`src/rtl/ccip_tag_tracker_pkg.sv`:
```
// Shared types and default widths for the CCI-P channel-0 read-tag tracker.
package ccip_tag_tracker_pkg;

   localparam int unsigned MdataWidth       = 16;
   localparam int unsigned DefTagWidth      = 6;
   localparam int unsigned DefTsWidth       = 16;
   localparam int unsigned DefTimeoutCycles = 4096;

   typedef enum logic [1:0] {
      TagFree     = 2'd0,
      TagPending  = 2'd1,
      TagTimedOut = 2'd2
   } tag_state_e;

   // Issue timestamps live in a separate array because their width is a module parameter.
   typedef struct packed {
      tag_state_e state;
      logic [1:0] remaining;
   } tag_entry_t;

   function automatic logic is_live(tag_state_e st);
      return st != TagFree;
   endfunction

endpackage

```
`src/rtl/ccip_c0_tag_tracker_if.sv`:
```
// C0 request/response sniff bus and tracker error reporting bundle.
interface ccip_c0_tag_tracker_if
   import ccip_tag_tracker_pkg::*;
#(
   parameter int unsigned TAG_WIDTH = DefTagWidth
) ();

   logic                  c0tx_valid;
   logic [MdataWidth-1:0] c0tx_mdata;
   logic [1:0]            c0tx_cl_len;
   logic                  c0rx_rdvalid;
   logic [MdataWidth-1:0] c0rx_mdata;

   logic                 err_dup;
   logic [TAG_WIDTH-1:0] err_dup_tag;
   logic                 err_unexp;
   logic [TAG_WIDTH-1:0] err_unexp_tag;
   logic                 err_timeout;
   logic [TAG_WIDTH-1:0] err_timeout_tag;
   logic [TAG_WIDTH:0]   outstanding_cnt;

   modport master (
      output c0tx_valid, c0tx_mdata, c0tx_cl_len, c0rx_rdvalid, c0rx_mdata,
      input  err_dup, err_dup_tag, err_unexp, err_unexp_tag,
      input  err_timeout, err_timeout_tag, outstanding_cnt
   );

   modport slave (
      input  c0tx_valid, c0tx_mdata, c0tx_cl_len, c0rx_rdvalid, c0rx_mdata,
      output err_dup, err_dup_tag, err_unexp, err_unexp_tag,
      output err_timeout, err_timeout_tag, outstanding_cnt
   );

endinterface

```
`src/rtl/ccip_tag_timeout_scanner.sv`:
```
// Round-robin age scanner: checks one table entry per cycle and flags requests that aged out.
module ccip_tag_timeout_scanner
   import ccip_tag_tracker_pkg::*;
#(
   parameter int unsigned TAG_WIDTH      = DefTagWidth,
   parameter int unsigned TS_WIDTH       = DefTsWidth,
   parameter int unsigned TIMEOUT_CYCLES = DefTimeoutCycles
) (
   input  logic                 clk,
   input  logic                 SoftReset,
   input  logic [TS_WIDTH-1:0]  now,
   input  tag_state_e           scan_state,
   input  logic [TS_WIDTH-1:0]  scan_ts,
   input  logic                 scan_hold,
   output logic [TAG_WIDTH-1:0] scan_idx,
   output logic                 mark_timed_out,
   output logic                 err_timeout,
   output logic [TAG_WIDTH-1:0] err_timeout_tag
);

   logic [TAG_WIDTH-1:0] idx_q;
   logic                 err_q;
   logic [TAG_WIDTH-1:0] err_tag_q;
   logic [TS_WIDTH-1:0]  age;

   // Modular subtraction keeps the age correct across timestamp wrap.
   assign age      = now - scan_ts;
   assign scan_idx = idx_q;

   always_comb begin
      mark_timed_out = (scan_state == TagPending) && (age >= TS_WIDTH'(TIMEOUT_CYCLES))
                       && !scan_hold;
   end

   always_ff @(posedge clk) begin
      if (SoftReset) begin
         idx_q     <= '0;
         err_q     <= 1'b0;
         err_tag_q <= '0;
      end else begin
         idx_q     <= idx_q + TAG_WIDTH'(1);
         err_q     <= mark_timed_out;
         err_tag_q <= mark_timed_out ? idx_q : '0;
      end
   end

   assign err_timeout     = err_q;
   assign err_timeout_tag = err_tag_q;

endmodule

```
`src/rtl/ccip_c0_tag_tracker.sv`:
```
// Passive CCI-P C0 read tracker: tags outstanding reads and pulses dup/unexpected/timeout errors.
module ccip_c0_tag_tracker
   import ccip_tag_tracker_pkg::*;
#(
   parameter int unsigned TAG_WIDTH      = DefTagWidth,
   parameter int unsigned TS_WIDTH       = DefTsWidth,
   parameter int unsigned TIMEOUT_CYCLES = DefTimeoutCycles
) (
   input  logic                   clk,
   input  logic                   SoftReset,
   ccip_c0_tag_tracker_if.slave   bus
);

   localparam int unsigned Depth    = 2 ** TAG_WIDTH;
   localparam int unsigned CntWidth = TAG_WIDTH + 1;

   if (TIMEOUT_CYCLES >= 2 ** (TS_WIDTH - 1)) begin : gen_bad_timeout
      $error("TIMEOUT_CYCLES must be below 2**(TS_WIDTH-1)");
   end

   tag_entry_t          table_q [Depth];
   logic [TS_WIDTH-1:0] ts_q    [Depth];
   logic [TS_WIDTH-1:0] now_q;
   logic [CntWidth-1:0] cnt_q, cnt_d;

   logic                 err_dup_q, err_unexp_q;
   logic [TAG_WIDTH-1:0] err_dup_tag_q, err_unexp_tag_q;

   logic [TAG_WIDTH-1:0] tx_tag, rx_tag, scan_idx;
   tag_entry_t           rx_entry;
   tag_state_e           tx_pre_state, scan_state;
   logic                 rsp_unexp, rsp_free, rsp_dec, req_alloc, req_dup;
   logic                 scan_hold, mark_timed_out;
   logic                 err_timeout;
   logic [TAG_WIDTH-1:0] err_timeout_tag;

   logic unused_mdata;
   assign unused_mdata = ^{bus.c0tx_mdata[MdataWidth-1:TAG_WIDTH],
                           bus.c0rx_mdata[MdataWidth-1:TAG_WIDTH]};

   assign tx_tag     = bus.c0tx_mdata[TAG_WIDTH-1:0];
   assign rx_tag     = bus.c0rx_mdata[TAG_WIDTH-1:0];
   assign scan_state = table_q[scan_idx].state;

   always_comb begin
      rx_entry  = table_q[rx_tag];
      rsp_unexp = bus.c0rx_rdvalid && !is_live(rx_entry.state);
      rsp_free  = bus.c0rx_rdvalid && is_live(rx_entry.state) && (rx_entry.remaining == 2'd0);
      rsp_dec   = bus.c0rx_rdvalid && is_live(rx_entry.state) && (rx_entry.remaining != 2'd0);

      // The request sees the table as the same-cycle response leaves it.
      tx_pre_state = table_q[tx_tag].state;
      if (rsp_free && (rx_tag == tx_tag)) begin
         tx_pre_state = TagFree;
      end
      req_dup   = bus.c0tx_valid && is_live(tx_pre_state);
      req_alloc = bus.c0tx_valid && !is_live(tx_pre_state);

      scan_hold = (bus.c0rx_rdvalid && (rx_tag == scan_idx)) ||
                  (bus.c0tx_valid && (tx_tag == scan_idx));

      cnt_d = cnt_q + CntWidth'(req_alloc) - CntWidth'(rsp_free);
   end

   always_ff @(posedge clk) begin
      if (SoftReset) begin
         for (int unsigned i = 0; i < Depth; i++) begin
            table_q[i] <= '0;
         end
         now_q           <= '0;
         cnt_q           <= '0;
         err_dup_q       <= 1'b0;
         err_dup_tag_q   <= '0;
         err_unexp_q     <= 1'b0;
         err_unexp_tag_q <= '0;
      end else begin
         now_q <= now_q + TS_WIDTH'(1);
         cnt_q <= cnt_d;
         // Later assignments win: scanner < response < request.
         if (mark_timed_out) begin
            table_q[scan_idx].state <= TagTimedOut;
         end
         if (rsp_free) begin
            table_q[rx_tag].state <= TagFree;
         end
         if (rsp_dec) begin
            table_q[rx_tag].remaining <= rx_entry.remaining - 2'd1;
         end
         if (bus.c0tx_valid) begin
            table_q[tx_tag] <= '{state: TagPending, remaining: bus.c0tx_cl_len};
         end
         err_dup_q       <= req_dup;
         err_dup_tag_q   <= req_dup ? tx_tag : '0;
         err_unexp_q     <= rsp_unexp;
         err_unexp_tag_q <= rsp_unexp ? rx_tag : '0;
      end
   end

   // Timestamps are only meaningful for live entries, so they need no reset.
   always_ff @(posedge clk) begin
      if (!SoftReset && bus.c0tx_valid) begin
         ts_q[tx_tag] <= now_q;
      end
   end

   ccip_tag_timeout_scanner #(
      .TAG_WIDTH      (TAG_WIDTH),
      .TS_WIDTH       (TS_WIDTH),
      .TIMEOUT_CYCLES (TIMEOUT_CYCLES)
   ) u_scanner (
      .clk             (clk),
      .SoftReset       (SoftReset),
      .now             (now_q),
      .scan_state      (scan_state),
      .scan_ts         (ts_q[scan_idx]),
      .scan_hold       (scan_hold),
      .scan_idx        (scan_idx),
      .mark_timed_out  (mark_timed_out),
      .err_timeout     (err_timeout),
      .err_timeout_tag (err_timeout_tag)
   );

   assign bus.err_dup         = err_dup_q;
   assign bus.err_dup_tag     = err_dup_tag_q;
   assign bus.err_unexp       = err_unexp_q;
   assign bus.err_unexp_tag   = err_unexp_tag_q;
   assign bus.err_timeout     = err_timeout;
   assign bus.err_timeout_tag = err_timeout_tag;
   assign bus.outstanding_cnt = cnt_q;

endmodule

```
`src/flat_wrapper.sv`:
```
// flat-port wrapper written by rule: the top's interface ports become plain ports
module ccip_c0_tag_tracker_flat import ccip_tag_tracker_pkg::*;
#(
   parameter int unsigned TAG_WIDTH      = DefTagWidth,
   parameter int unsigned TS_WIDTH       = DefTsWidth,
   parameter int unsigned TIMEOUT_CYCLES = DefTimeoutCycles
)
  (clk, SoftReset, bus_c0tx_valid, bus_c0tx_mdata, bus_c0tx_cl_len, bus_c0rx_rdvalid, bus_c0rx_mdata, bus_err_dup, bus_err_dup_tag, bus_err_unexp, bus_err_unexp_tag, bus_err_timeout, bus_err_timeout_tag, bus_outstanding_cnt);
  ccip_c0_tag_tracker_if #(.TAG_WIDTH(TAG_WIDTH)) bus_i ();
  input  logic clk;
  input  logic SoftReset;
  input wire logic [$bits(bus_i.c0tx_valid)-1:0] bus_c0tx_valid;
  input wire logic [$bits(bus_i.c0tx_mdata)-1:0] bus_c0tx_mdata;
  input wire logic [$bits(bus_i.c0tx_cl_len)-1:0] bus_c0tx_cl_len;
  input wire logic [$bits(bus_i.c0rx_rdvalid)-1:0] bus_c0rx_rdvalid;
  input wire logic [$bits(bus_i.c0rx_mdata)-1:0] bus_c0rx_mdata;
  output wire logic [$bits(bus_i.err_dup)-1:0] bus_err_dup;
  output wire logic [$bits(bus_i.err_dup_tag)-1:0] bus_err_dup_tag;
  output wire logic [$bits(bus_i.err_unexp)-1:0] bus_err_unexp;
  output wire logic [$bits(bus_i.err_unexp_tag)-1:0] bus_err_unexp_tag;
  output wire logic [$bits(bus_i.err_timeout)-1:0] bus_err_timeout;
  output wire logic [$bits(bus_i.err_timeout_tag)-1:0] bus_err_timeout_tag;
  output wire logic [$bits(bus_i.outstanding_cnt)-1:0] bus_outstanding_cnt;
  assign bus_i.c0tx_valid = bus_c0tx_valid;
  assign bus_i.c0tx_mdata = bus_c0tx_mdata;
  assign bus_i.c0tx_cl_len = bus_c0tx_cl_len;
  assign bus_i.c0rx_rdvalid = bus_c0rx_rdvalid;
  assign bus_i.c0rx_mdata = bus_c0rx_mdata;
  assign bus_err_dup = bus_i.err_dup;
  assign bus_err_dup_tag = bus_i.err_dup_tag;
  assign bus_err_unexp = bus_i.err_unexp;
  assign bus_err_unexp_tag = bus_i.err_unexp_tag;
  assign bus_err_timeout = bus_i.err_timeout;
  assign bus_err_timeout_tag = bus_i.err_timeout_tag;
  assign bus_outstanding_cnt = bus_i.outstanding_cnt;
  ccip_c0_tag_tracker #(.TAG_WIDTH(TAG_WIDTH), .TS_WIDTH(TS_WIDTH), .TIMEOUT_CYCLES(TIMEOUT_CYCLES)) u_core (.clk(clk), .SoftReset(SoftReset), .bus(bus_i));
endmodule
```
`config.mk`:
```
export PLATFORM = sky130hd
export DESIGN_NAME = ccip_c0_tag_tracker_flat
export DESIGN_NICKNAME = d
export VERILOG_FILES = /design/src/rtl/ccip_tag_tracker_pkg.sv /design/src/rtl/ccip_c0_tag_tracker_if.sv /design/src/rtl/ccip_tag_timeout_scanner.sv /design/src/rtl/ccip_c0_tag_tracker.sv /design/src/flat_wrapper.sv
export SDC_FILE = /design/constraint.sdc
export NUM_CORES = 2
export LEC_CHECK = 0
export ABC_AREA = 1
export ABC_CLOCK_PERIOD_IN_PS = 5000
export CAP_MARGIN = 20
export CORE_MARGIN = 5
export CORE_UTILIZATION = 50
export DETAILED_ROUTE_END_ITERATION = 10
export PLACE_DENSITY = 0.71
export SYNTH_ARGS = -nofsm -noshare
export SYNTH_HDL_FRONTEND = slang
export SYNTH_SLANG_ARGS = --single-unit
```
`constraint.sdc`:
```
create_clock -name clk -period 5 [get_ports clk]
set_input_delay 1 -clock clk [delete_from_list [all_inputs] [get_ports clk]]
set_output_delay 1 -clock clk [all_outputs]
set_load 0.05 [all_outputs]
```
==> results.toml <==
[outcome]
status = "finished clean"

[placement]
dp_hpwl_um = 137000
portBuffers = 45
gp_congestion = 1.05
placed_cells = 6725
postPlaceCellArea_mm2 = 0.0619

[clocking]
ctsLongestPathBuffers = 3
cts_setup_buffers = 0
hold_buffers = 0
cts_tree = "yes"
htreeDepth = 4
numCtsBuffers = 137
clk_pin_slew_ns = 0.07
clock-root-buffer = "clkbuf_16"
clk_latency_ns = 0.78
cts.sinks = 1330

[synthesis]
ys.flop_type = "edfxtp_1"
async_reset_ff_share_pct = 0
synth_edf_count = 1152
yosysWarnings = 0
yosysSeqAreaShare_pct = 67.1
synth_area_mm2 = 0.0569
synth-compound-area-share_pct = 10.4
synth_fa_ha_area_share_pct = 0.585
synth_xor_area_share_pct = 0.108
ys_seq_elements = 1330
yosysUniqueCellTypes = 50
syn_inst = 5062
synth_top_family_by_area = "simple AND/OR/NAND/NOR gates"
yosys.area_share.simple_pct = 17.3
syn_area_per_cell_um2 = 11.2
syn_nets = 5126
synth_mux_area_share_pct = 0

[global_routing]
grt_pass1_vias = 42124
antenna_found_initial = 11
grtUsageTotal_pct = 33.5
grt_max_degree = 76
grt_first_pass_wirelength_um = 296000
overflow = 0

[timing]
setup_viol = 0
rsz0062_at_grt = "false"
skew_ns = 0.0593
tightest_slew_ns = 0.999
fmax_ghz = 0.210
period_needed_ns = 4.77
fin_crit_sh_pct = 95.3
hold_ws_ns = 0.464
finalHoldViolCount = 0
fin_tns_setup_ns = 0
final_max_slew_viol_count = 0
relSlewSlack_pct = 33.4

[worst_hold_path]
holdPathEnd = "u_core.table_q[18][3]"
worstHoldStart = "u_core.table_q[18][3]"
worstHoldPathCells = 2
hp-class = "flip-flop to flip-flop"

[setup_path]
crit_path_max_fanout = 33
reg2reg_to = "u_core.table_q[35][2]"
startpoint_type = "flip-flop"
r2r_cells = 26
slowest_stage = "dfxtp_2"
critical_path.top_delay_family = "simple AND/OR/NAND/NOR gates"
path_buf_inv = 6
cp-end-kind = "flip-flop"
path_class = "flip-flop to flip-flop"
cpPeakStageDelay_ns = 0.42
rr_startpoint = "u_core.u_scanner.scan_idx[2]"
cp_common_cell = "nand2_1"
cp.required_ns = 5.65
rrSetupSlack_ns = 0.23
cp.arrival_ns = 5.41

[route]
dr.pass1.iters = 7
drt.antenna.violating_nets = 0
routed_wl_um = 207000
wire_per_inst_um = 29.7
dr_total_vias = 44581
via_per_inst = 6.39
drt_iter0_markers = 6998
post-route-drc-count = 0

[pwr]
switching_power_w = 0.00584
comb_power_share_pct = 7.9
power.share.clock_pct = 42.1
p_seq_share_pct = 50.0
p_total_w = 0.0242
powerDensity_mw_per_mm2 = 364
power.internal_w = 0.0184
vdd_ir_drop_max_mv = 0.315
p_leak_nw = 24.0
sw_frac_of_total_pct = 24.1

[layout]
nFillCells = 9053
final_area_mm2 = 0.0665
drive_above_1_share_pct = 14.4
regArea_mm2 = 0.0382
stdcell_count = 6979
final_nets = 5430
syn_to_final_growth_pct = 16.9
multiInputGateArea_mm2 = 0.0164

[die]
die_w_um = 347
core_region_area_mm2 = 0.113
die_area_mm2 = 0.121
placementRows = 123
io_pins = 66
start_util_pct = 50.4
die_y_um = 347

[job]
drv_cap = 0
-- cells in the mapped netlist, types with 4 or more instances --
| master | number | area (µm²) |
|---|---|---|
| nand4_1 | 223 | 1400 |
| nor3_2 | 42 | 420 |
| o21bai_1 | 4 | 30.0 |
| o21ai_1 | 12 | 60.1 |
| dfxtp_1 | 178 | 3560 |
| nor3_1 | 62 | 310 |
| a21oi_1 | 118 | 591 |
| ha_1 | 25 | 313 |
| o2111ai_1 | 7 | 61.3 |
| nor2_4 | 4 | 45.0 |
| buf_1 | 45 | 169 |
| a221oi_1 | 132 | 1160 |
| or2_2 | 5 | 31.3 |
| clkinv_1 | 12 | 45.0 |
| o211ai_1 | 8 | 60.1 |
| nand3b_1 | 67 | 503 |
| a22oi_1 | 158 | 1190 |
| buf_6 | 5 | 56.3 |
| buf_2 | 82 | 410 |
| nor2_1 | 425 | 1600 |
| o21ai_0 | 234 | 1170 |
| nand2_1 | 1025 | 3850 |
| clkbuf_1 | 144 | 541 |
| o221ai_1 | 9 | 78.8 |
| nand3_1 | 303 | 1520 |
| o22ai_1 | 73 | 457 |
| inv_1 | 329 | 1230 |
| edfxtp_1 | 1152 | 34600 |
| a22o_1 | 102 | 893 |
| a31oi_1 | 7 | 43.8 |
| xor2_1 | 6 | 52.6 |
| nand2_2 | 6 | 37.5 |
| nor4_1 | 7 | 43.8 |
| inv_2 | 13 | 48.8 |
| buf_4 | 12 | 90.1 |
-- worst max-delay path by stage --
stage	from	end	cells after the start
5_1_grt	u_core.u_scanner.scan_idx[2]	u_core.table_q[34][2]	26
3_5_place_dp	bus_c0rx_mdata[2]	u_core.bus.outstanding_cnt[6]	30
3_3_place_gp	bus_c0rx_mdata[2]	u_core.bus.outstanding_cnt[6]	29
4_1_cts	bus_c0rx_mdata[2]	u_core.bus.outstanding_cnt[6]	30
2_1_floorplan	bus_c0rx_mdata[0]	u_core.bus.outstanding_cnt[6]	30
6_report	u_core.u_scanner.scan_idx[2]	u_core.table_q[35][2]	26
-- through the flow --
stage,utilization [%],worst slack (ns)
2_1_floorplan,-,0.109
3_3_place_gp,54.9,-0.646
3_5_place_dp,54.9,-0.705
4_1_cts,58.9,0.0824
5_1_grt,58.9,0.0668
6_report,58.9,0.235
-- state kept, by name, indices dropped and copies added, names as in the netlist --
| name | cells |
|---|---|
| u_core.now_q | 16 |
| u_core.bus.outstanding_cnt | 7 |
| u_core.ts_q | 1024 |
| u_core.u_scanner.err_timeout_tag | 6 |
| u_core.bus.err_unexp | 1 |
| u_core.table_q | 256 |
| u_core.u_scanner.err_timeout | 1 |
| u_core.bus.err_dup_tag | 6 |
| u_core.bus.err_dup | 1 |
| u_core.u_scanner.scan_idx | 6 |
| u_core.bus.err_unexp_tag | 6 |
-- cell families (layout without fill, tap and decap cells) --
kind of cell	after synthesis	in the layout
adders and majority gates	26	26
DFF	1330	1330
and+or+nand+nor	2180	2180
buffers and inverters	642	1056
xor gates and xnor gates	7	7
other	0	3
AOI/OAI and AO/OA	877	877
-- placed cells by master (no fill, tap or decap), drive strengths merged, types with 9 or more instances in the layout --
cell              n
nand2          1031
a22o            102
ha               25
inv             350
o21ai           246
edfxtp         1152
nand3           306
a221oi          132
nand3b           67
a21oi           118
nor3            105
nor2            431
dfxtp           178
o22ai            73
bufinv           11
o221ai            9
clkbuf          185
clkinv           55
a22oi           158
buf             409
clkdlybuf4s50    41
nand4           223
-- routing by layer --
layer	track usage (%)	vias to the layer above	wire, µm
met1	45.1	21650	77000
met3	8.68	682	26300
met5	0	-	61
met4	18.0	10	13500
li1	-	19063	-
met2	50.2	3176	90500
-- power groups by stage --
stage / sequential, W / combinational (W) / clock (W)
2_1_floorplan: 0.0124 / 0.000889 / 0
3_3_place_gp: 0.0123 / 0.00183 / 0
3_5_place_dp: 0.0123 / 0.00185 / 0
4_1_cts: 0.0121 / 0.00186 / 0.0103
5_1_grt: 0.0121 / 0.00199 / 0.0107
6_report: 0.0121 / 0.00191 / 0.0102
-- final cells by class --
| cell class | instances | area share (%) |
|---|---|---|
| antenna | 3 | 0.0113 |
| inverter | 354 | 2.02 |
| clock buffer | 185 | 5.50 |
| tap | 1500 | 2.82 |
| clock inverter | 64 | 1.20 |
| timing repair buffer | 453 | 6.32 |
| sequential | 1330 | 57.4 |
| multi-input combinational | 3090 | 24.7 |
-- tightest hold or removal path, stage by stage, from the launching register on --
cell and delay [ns]:
dfxtp_1 0.31, nand2_1 0.06, a21oi_1 0.05
-- timing repair --
| item | in CTS | in global routing |
|---|---|---|
| gates resized for setup | 0 | 16 |
| hold endpoints to repair | 0 | 0 |
| endpoints found under the setup margin | 0 | 51 |
Power figures use the tool's default switching activity.
